$ cat config.mk
export PLATFORM = sky130hd
export DESIGN_NAME = multicycle_controller
export DESIGN_NICKNAME = d
export VERILOG_FILES = /design/src/rtl/multicycle_controller.sv
export SDC_FILE = /design/constraint.sdc
export NUM_CORES = 1
export LEC_CHECK = 0
export BUFFER_PORTS_ARGS = -buffer_cell sky130_fd_sc_hd__clkbuf_2
export CAP_MARGIN = 20
export CORE_ASPECT_RATIO = 1.2
export CORE_MARGIN = 3
export CORE_UTILIZATION = 56
export DETAILED_ROUTE_END_ITERATION = 16
export HOLD_SLACK_MARGIN = 0.05
export PLACE_DENSITY = 0.94
export SYNTH_ARGS = -nofsm -noshare
export SYNTH_HDL_FRONTEND = slang
export SYNTH_SLANG_ARGS = --single-unit
$ cat constraint.sdc
create_clock -name clk -period 3.4 [get_ports clk]
set_input_delay 0.17 -clock clk [delete_from_list [all_inputs] [get_ports clk]]
set_output_delay 0.17 -clock clk [all_outputs]
set_load 0.05 [all_outputs]
$ cat src/rtl/multicycle_controller.sv
// Multi-cycle sequencer for the MIPS-subset datapath: walks FETCH/DECODE/EXEC/MEM/WB and
// drives PC, IR, register-file, ALU and memory strobes so one ALU and one memory serve all phases.
module multicycle_controller #(
    parameter int MEM_TIMEOUT = 16,
    parameter int CNT_W       = 32
) (
    input  logic             clk,
    input  logic             rstPC,
    input  logic [5:0]       opcode,
    input  logic [5:0]       funct,
    input  logic             zero,
    input  logic             memReady,
    output logic             memReq,
    output logic             memWE,
    output logic             iorD,
    output logic             irWrite,
    output logic             pcWrite,
    output logic             pcSrc,
    output logic             ALUSrcA,
    output logic [1:0]       ALUSrcB,
    output logic [3:0]       ALUCtrl,
    output logic             regDst,
    output logic             memToReg,
    output logic             regWrite,
    output logic [2:0]       state,
    output logic             illegal,
    output logic [CNT_W-1:0] retired
);

    localparam int WAIT_W = $clog2(MEM_TIMEOUT + 1);
    localparam logic [WAIT_W-1:0] WAIT_LAST = WAIT_W'(MEM_TIMEOUT - 1);

    localparam logic [5:0] OP_RTYPE = 6'h00;
    localparam logic [5:0] OP_LW    = 6'h23;
    localparam logic [5:0] OP_SW    = 6'h2B;
    localparam logic [5:0] OP_BEQ   = 6'h04;
    localparam logic [5:0] OP_ADDI  = 6'h08;

    localparam logic [5:0] FN_ADD = 6'h20;
    localparam logic [5:0] FN_SUB = 6'h22;
    localparam logic [5:0] FN_AND = 6'h24;
    localparam logic [5:0] FN_OR  = 6'h25;
    localparam logic [5:0] FN_SLT = 6'h2A;

    localparam logic [3:0] ALU_AND = 4'b0000;
    localparam logic [3:0] ALU_OR  = 4'b0001;
    localparam logic [3:0] ALU_ADD = 4'b0010;
    localparam logic [3:0] ALU_SUB = 4'b0110;
    localparam logic [3:0] ALU_SLT = 4'b0111;

    typedef enum logic [2:0] {
        S_FETCH  = 3'd0,
        S_DECODE = 3'd1,
        S_EXEC   = 3'd2,
        S_MEM    = 3'd3,
        S_WB     = 3'd4,
        S_ERROR  = 3'd7
    } state_t;

    state_t             state_q, state_d;
    logic [WAIT_W-1:0]  wait_cnt_q, wait_cnt_d;
    logic               illegal_q, illegal_d;
    logic [CNT_W-1:0]   retired_q, retired_d;

    logic       is_rtype, is_lw, is_sw, is_beq, is_addi;
    logic       funct_ok, is_legal;
    logic [3:0] r_alu_ctrl;

    always_comb begin
        is_rtype   = (opcode == OP_RTYPE);
        is_lw      = (opcode == OP_LW);
        is_sw      = (opcode == OP_SW);
        is_beq     = (opcode == OP_BEQ);
        is_addi    = (opcode == OP_ADDI);
        funct_ok   = 1'b1;
        r_alu_ctrl = ALU_ADD;
        case (funct)
            FN_ADD:  r_alu_ctrl = ALU_ADD;
            FN_SUB:  r_alu_ctrl = ALU_SUB;
            FN_AND:  r_alu_ctrl = ALU_AND;
            FN_OR:   r_alu_ctrl = ALU_OR;
            FN_SLT:  r_alu_ctrl = ALU_SLT;
            default: funct_ok   = 1'b0;
        endcase
        is_legal = (is_rtype && funct_ok) || is_lw || is_sw || is_beq || is_addi;
    end

    // Next-state logic; the wait counter only advances while a memory access is outstanding.
    always_comb begin
        state_d    = state_q;
        wait_cnt_d = wait_cnt_q;
        illegal_d  = illegal_q;
        retired_d  = retired_q;
        case (state_q)
            S_FETCH: begin
                if (memReady) begin
                    state_d = S_DECODE;
                end else if (wait_cnt_q == WAIT_LAST) begin
                    state_d = S_ERROR;
                end else begin
                    wait_cnt_d = wait_cnt_q + WAIT_W'(1);
                end
            end
            S_DECODE: begin
                state_d = is_legal ? S_EXEC : S_ERROR;
            end
            S_EXEC: begin
                if ((is_rtype && funct_ok) || is_addi) begin
                    state_d = S_WB;
                end else if (is_lw || is_sw) begin
                    state_d = S_MEM;
                end else if (is_beq) begin
                    state_d   = S_FETCH;
                    retired_d = retired_q + CNT_W'(1);
                end else begin
                    state_d = S_ERROR;
                end
            end
            S_MEM: begin
                if (memReady) begin
                    if (is_sw) begin
                        state_d   = S_FETCH;
                        retired_d = retired_q + CNT_W'(1);
                    end else begin
                        state_d = S_WB;
                    end
                end else if (wait_cnt_q == WAIT_LAST) begin
                    state_d = S_ERROR;
                end else begin
                    wait_cnt_d = wait_cnt_q + WAIT_W'(1);
                end
            end
            S_WB: begin
                state_d   = S_FETCH;
                retired_d = retired_q + CNT_W'(1);
            end
            S_ERROR: begin
                state_d = S_ERROR;
            end
            default: begin
                state_d = S_ERROR;
            end
        endcase
        if (state_d != state_q) begin
            wait_cnt_d = '0;
        end
        if (state_d == S_ERROR) begin
            illegal_d = 1'b1;
        end
    end

    always_ff @(posedge clk) begin
        if (rstPC) begin
            state_q    <= S_FETCH;
            wait_cnt_q <= '0;
            illegal_q  <= 1'b0;
            retired_q  <= '0;
        end else begin
            state_q    <= state_d;
            wait_cnt_q <= wait_cnt_d;
            illegal_q  <= illegal_d;
            retired_q  <= retired_d;
        end
    end

    // Strobes follow the registered state; reset masks them so an abandoned instruction writes nothing.
    always_comb begin
        memReq   = 1'b0;
        memWE    = 1'b0;
        iorD     = 1'b0;
        irWrite  = 1'b0;
        pcWrite  = 1'b0;
        pcSrc    = 1'b0;
        ALUSrcA  = 1'b0;
        ALUSrcB  = 2'b00;
        ALUCtrl  = 4'b0000;
        regDst   = 1'b0;
        memToReg = 1'b0;
        regWrite = 1'b0;
        case (state_q)
            S_FETCH: begin
                memReq = 1'b1;
                if (memReady) begin
                    irWrite = 1'b1;
                    pcWrite = 1'b1;
                    ALUSrcB = 2'b01;
                    ALUCtrl = ALU_ADD;
                end
            end
            S_DECODE: begin
                ALUSrcB = 2'b11;
                ALUCtrl = ALU_ADD;
            end
            S_EXEC: begin
                ALUSrcA = 1'b1;
                if (is_rtype) begin
                    ALUSrcB = 2'b00;
                    ALUCtrl = r_alu_ctrl;
                end else if (is_beq) begin
                    ALUSrcB = 2'b00;
                    ALUCtrl = ALU_SUB;
                    pcWrite = zero;
                    pcSrc   = 1'b1;
                end else begin
                    ALUSrcB = 2'b10;
                    ALUCtrl = ALU_ADD;
                end
            end
            S_MEM: begin
                memReq = 1'b1;
                iorD   = 1'b1;
                memWE  = is_sw;
            end
            S_WB: begin
                regWrite = 1'b1;
                regDst   = is_rtype;
                memToReg = is_lw;
            end
            default: begin
            end
        endcase
        if (rstPC) begin
            memReq   = 1'b0;
            memWE    = 1'b0;
            iorD     = 1'b0;
            irWrite  = 1'b0;
            pcWrite  = 1'b0;
            pcSrc    = 1'b0;
            ALUSrcA  = 1'b0;
            ALUSrcB  = 2'b00;
            ALUCtrl  = 4'b0000;
            regDst   = 1'b0;
            memToReg = 1'b0;
            regWrite = 1'b0;
        end
    end

    assign state   = state_q;
    assign illegal = illegal_q;
    assign retired = retired_q;

endmodule

==> reports/qor.txt, run 1 <==
List of most frequent post-synthesis cells -> dfxtp_1, nor2_1, a21oi_1
Rows -> 25
TritonCTS clock tree -> built
Die Height -> 77.0 microns
Area contributors post-synth -> dfxtp_1, xor2_1, nor2_1
Clock tree sinks -> 41
Final period util -> 72.7%
Total GRT Usage -> 24.7%
Final-layout fill cell count -> 343
# setup viols final -> 0
Post-Syn Instances -> 302
Num ports -> 68
Die width -> 65.2 microns
Clock root buffer master -> clkbuf_8
RePlAce Congestion -> 0.910
Routed len/inst -> 14.5 microns
Pleak -> 1.16 nW
RSZ-0062 raised after global routing -> no
Post-layout instance area -> 2780 sq um
CTS H-tree lvls -> 2
Xor and xnor area share after synthesis -> 7.07%
Syn Area/Cell -> 7.79 sq um
Adder-Cell Fraction of Synth Area -> 1.60%
Dpl hpwl -> 4380 microns
Asr flop ratio synth -> 0%
Placed insts -> 402
Max Cap Viol -> 0
# hold bufs at CTS -> 0
Post-Synth Simple-Gate Area -> 31.5%
Worst Max-Slew Pin Slew -> 0.850 ns
Power Density -> 587 nW/um^2
EDFF count, synth -> 0
Crit-path max FO -> 18
Largest net degree at the start of global routing -> 44
Reg2reg path depth -> 4
Longest Clk Path Bufs -> 2
CP endpoint kind -> output port
FMAX -> 405 MHz
Grt total ovfl -> 0
Antenna Cells -> 0
Post-CTS Setup Bufs -> 0
Synth Net Count -> 321
Final setup TNS -> 0 ns
Most common cell in the netlist -> dfxtp_1
Sequential fraction of the synthesis area -> 34.9%
Worst vdd ir -> 366 uV
Area delta synth->final -> 18.2%
Most frequently used flop master after synthesis -> dfxtp_1
Post-synthesis mux area share -> 1.33%
Total Wirelength -> 5930 microns
Clock Skew -> 0.00735 ns
Dpl cell area -> 2660 sq um
Yosys cell types -> 44
HP Start -> memReady
Flops & latches, synth -> 41
Nets -> 374
Vias in the first global route -> 2258
Drt pass-1 iters -> 4
Crit start category -> flop
Fin cells -> 410
Share of layout cells above drive strength 1 -> 22.5%
Normalized max-slew margin -> 43.3%
Status -> completed
DR vias -> 2405
Synth area leader -> dfxtp_1
Core area -> 4000 sq um
HP Class -> in -> reg
Post_cts resized -> 0
Detailed Route Iter0 Violations -> 205
Final design utilization -> 69.4%
Post-route ant nets -> 0
Largest family of logic cells by synthesized area -> simple AND/OR/NAND/NOR gates
Hold depth -> 4
Vias per cell -> 5.87
First-pass GRT wire length -> 10100 microns
CTS clock-pin slew for the worst setup and hold paths -> 0.08 ns
Final Hold Vio Count -> 0
Clock Latency Late Sink -> 0.29 ns
Hold Path Sink -> wait_cnt_q[4]
Initial Util -> 58.7%
Synth Area in Compound Gates -> 18.3%
Pins Over Slew Limit -> 0
Arr. time, crit path -> 2.30 ns
Crit path required time -> 3.23 ns
Warnings, synthesis -> 0
CTS Buf Count -> 5
Reg2reg end -> retired[19]
IO Port Bufs -> 66
Reg2Reg Launch Point -> state[2]
Kind of critical path -> reg -> out
# DRC -> 0
FF-to-FF setup slack -> 1.09 ns
Share of the synthesized area in the top cell type -> 34.9%
Initial antenna violation count -> 0
Netlist Area Pre-Place -> 2350 sq um
Crit path time final -> 2.47 ns
Full die area -> 5020 sq um
Hold WS -> 0.361 ns
==> routing by layer <==
layer / GRT usage (%) / share of wire (%) / up-vias
met3: 4.69 / 6.4 / 11
met5: 0 / 0 / -
met1: 28.4 / 40 / 1124
li1: - / - / 1186
met4: 9.13 / 2.2 / 0
met2: 44.1 / 52 / 84
==> state kept, by name, indices dropped and copies added (netlist names) <==
signal,flops
state,3
illegal,1
wait_cnt_q,5
retired,32
==> worst max path at each step <==
stage	to	cells after the start	start	slack [ns]
finish	memToReg	4	state[2]	0.93
global route	memToReg	4	state[2]	0.71
CTS	memToReg	4	state[2]	0.95
detailed placement	retired[19]	4	state[2]	1.14
global placement	retired[7]	4	state[2]	1.29
floorplan	ALUCtrl[1]	4	state[0]	0.26
==> per-stage QoR <==
stage               worst slack [ns]  power (mW)
floorplan                      0.262        1.11
global placement                1.29        1.22
detailed placement              1.14        1.23
CTS                            0.949        1.63
global route                   0.709        1.72
finish                         0.928        1.63
==> where the power goes <==
group / switching, mW / total [mW] / internal (mW)
logic: 0.472 / 0.643 / 0.171
clock network: 0.166 / 0.405 / 0.239
registers: 0.0707 / 0.585 / 0.514
total: 0.708 / 1.63 / 0.925
==> cell usage in the layout (no fill, tap or decap), types with 4 or more instances in the layout <==
| cell | n |
|---|---|
| clkbuf_2 | 66 |
| dfxtp_1 | 41 |
| nor2_1 | 38 |
| a21oi_1 | 25 |
| nand2_1 | 21 |
| o21ai_0 | 17 |
| xor2_1 | 17 |
| or3_1 | 16 |
| and3_1 | 13 |
| o2111ai_1 | 10 |
| inv_1 | 9 |
| nor3_1 | 9 |
| nand4_1 | 8 |
| and2_1 | 8 |
| nand3_1 | 8 |
| clkbuf_8 | 6 |
| nor2b_1 | 4 |
==> critical path, stage by stage, from the launching register on <==
cell      delay [ns]
dfxtp_1         0.67
and2_1          0.62
nand2_1         0.18
nor3_1          0.22
clkbuf_2        0.31
==> kinds of logic (layout without fill, tap and decap cells) <==
family | count (synthesis) | in the layout
AND/OR/NAND/NOR | 139 | 139
AO/OA/AOI/OAI | 67 | 67
flip-flops | 41 | 41
buffers and inverters | 29 | 83
XOR/XNOR | 19 | 19
adder cells (fa/ha/maj) | 3 | 3
multiplexers | 3 | 3
other | 1 | 1
==> layout make-up <==
class                   instances  area, sq um  area share, %
clock inverters                 1         30.0           1.08
flip-flops and latches         41          821           29.5
inverters                       9         33.8           1.22
repair buffers                 66          330           11.9
multi-input cells             232         1410           50.8
well taps                      54         67.6           2.43
clock buffers                   7         86.3           3.11
(Power assumes the default switching activity.)
==> run 2: changes to the inputs <==
--- a/config.mk
+++ b/config.mk
@@ -9,10 +9,10 @@
 export CAP_MARGIN = 20
 export CORE_ASPECT_RATIO = 1.2
 export CORE_MARGIN = 3
-export CORE_UTILIZATION = 56
+export CORE_UTILIZATION = 52
 export DETAILED_ROUTE_END_ITERATION = 16
 export HOLD_SLACK_MARGIN = 0.05
-export PLACE_DENSITY = 0.94
+export PLACE_DENSITY = 0.89
 export SYNTH_ARGS = -nofsm -noshare
 export SYNTH_HDL_FRONTEND = slang
 export SYNTH_SLANG_ARGS = --single-unit
==> constraint.sdc (replaced) <==
create_clock -name clk -period 2.5 [get_ports clk]
set_input_delay 0.125 -clock clk [delete_from_list [all_inputs] [get_ports clk]]
set_output_delay 0.125 -clock clk [all_outputs]
set_load 0.05 [all_outputs]
==> reports/qor.txt, run 2 (synthesis gave the netlist of run 1 again) <==
Detailed Route Iter0 Violations -> 228 (+11%)
IO Port Bufs -> 66 (unchanged)
Arr. time, crit path -> 2.17 ns (-0.13 ns)
Pins Over Slew Limit -> 0 (unchanged)
Rows -> 26 (+4.0%)
CP endpoint kind -> output port
Vias in the first global route -> 2284 (+1.2%)
# setup viols final -> 0 (unchanged)
Initial antenna violation count -> 0 (unchanged)
Crit path largest cell delay -> 0.42 ns (-0.25 ns)
Routed len/inst -> 15.1 microns (+4.5%)
RePlAce Congestion -> 0.904 (-0.68%)
Longest Clk Path Bufs -> 2 (unchanged)
CTS H-tree lvls -> 2 (unchanged)
Hold depth -> 4 (unchanged)
Initial Util -> 54.8% (-4.0 points)
Clock Skew -> 0.0140 ns (+0.00662 ns)
FMAX -> 435 MHz
RSZ-0062 raised after global routing -> no
Crit path required time -> 2.38 ns (-0.85 ns)
TritonCTS clock tree -> built
Clock root buffer master -> clkbuf_8
Normalized max-slew margin -> 57.3% (+14 points)
CP Cell Sequence -> nor2_1 -> and2_1 -> buf_4 -> nand2_1 -> nor3_2 -> clkbuf_2
Die Height -> 79.7 microns (+3.5%)
Dpl hpwl -> 4690 microns (+7.2%)
Final period util -> 91.9%
Hold WS -> 0.338 ns (-0.0236 ns)
Total Wirelength -> 6300 microns (+6.2%)
Grt total ovfl -> 0 (unchanged)
CTS clock-pin slew for the worst setup and hold paths -> 0.07 ns (about the same)
Final-layout fill cell count -> 374 (+9.0%)
Antenna Cells -> 0 (unchanged)
Share of layout cells above drive strength 1 -> 25.8% (+3.3 points)
Worst vdd ir -> 388 uV (+6.3%)
Max Cap Viol -> 0 (unchanged)
Fin cells -> 417 (+1.7%)
Crit-path slowest cell -> dfxtp_1
Crit start category -> flop
Max reg flops -> 32 (unchanged)
Clock tree sinks -> 41 (unchanged)
Setup WS pre-CTS -> 0.290 ns (-0.854 ns)
Most frequent cells in the layout -> clkbuf_2, dfxtp_1, nor2_1
Final Hold Vio Count -> 0 (unchanged)
Post-route ant nets -> 0 (unchanged)
HP Class -> in -> reg
Worst Max-Slew Pin Slew -> 0.639 ns (-0.211 ns)
Setup ws final -> 0.204 ns (-0.724 ns)
Total GRT Usage -> 24.8% (+0.13 points)
Drt pass-1 iters -> 4 (unchanged)
Kind of critical path -> reg -> out
Crit path time final -> 2.30 ns
Vias per cell -> 5.90 (+0.57%)
Leading cell type in the layout, fill and taps excluded -> clkbuf_2
First-pass GRT wire length -> 10300 microns (+1.9%)
Nets -> 379 (+1.3%)
Area delta synth->final -> 21.6%
Reg2reg path depth -> 6 (+2)
# DRC -> 0 (unchanged)
Core area -> 4290 sq um (+7.3%)
Largest net degree at the start of global routing -> 26 (-41%)
Design Power -> 2.31 mW (+41%)
CTS Buf Count -> 5 (unchanged)
Pleak -> 1.19 nW (+2.7%)
Post-CTS Setup Bufs -> 0 (unchanged)
Clock Latency Late Sink -> 0.30 ns (about the same)
Num ports -> 68 (unchanged)
Status -> completed
FF-to-FF setup slack -> 0.32 ns (-0.77 ns)
Power Density -> 807 nW/um^2 (+37%)
DR vias -> 2460 (+2.3%)
Crit-path max FO -> 10 (-8)
Die width -> 67.4 microns (+3.4%)
Placed insts -> 409 (+1.7%)
Full die area -> 5370 sq um (+7.0%)
run 2: path summary, 6_finish.rpt:
| path | start | endpoint |
|---|---|---|
| worst max-delay path | state[1] | memToReg |
| worst min-delay path | memReady | wait_cnt_q[4] |
| worst max register to register | retired[6] | retired[22] |
| worst min register to register | retired[22] | retired[22] |
run 2: stage by stage:
| step | setup TNS [ns] | util, % | area (sq um) |
|---|---|---|---|
| floorplan | -0.260 | - | 2390 |
| CTS | 0 | 66.6 | 2860 |
| finish | 0 | 66.6 | 2860 |
| global route | 0 | 66.6 | 2860 |
| detailed placement | 0 | 63.9 | 2740 |
| global placement | 0 | 63.9 | 2740 |
run 2: cell type report:
type	instances	area, sq um	area share [%]
multi-input combinational	232	1450	50.7
sequential	41	822	28.7
timing repair buffer	71	368	12.9
clock buffer	7	86.3	3.02
tap	56	70.1	2.45
inverter	9	33.8	1.18
clock inverter	1	30.0	1.05
run 2: report_power, final:
part	internal [mW]	switching, mW
Combinational	0.262	0.723
Sequential	0.701	0.0706
Clock	0.326	0.227
Total	1.29	1.02
run 2: worst max-delay path, delay by kind of cell (launching register included):
| family | cells | cell delay [ns] |
|---|---|---|
| simple gates | 4 | 0.91 |
| buf+inv | 2 | 0.56 |
| flops | 1 | 0.42 |
run 2: layer usage:
layer	vias to the layer above	track usage, %	wire length [microns]
met2	98	44.1	3270
met5	-	0	0
met3	21	4.37	420
li1	1190	-	-
met4	0	14.4	205
met1	1151	26.7	2410
run 2: timing repair:
action	CTS	global route
setup endpoints to repair	0	1
hold buffers	0	0
hold endpoints to repair	0	0
gates resized for setup	0	1
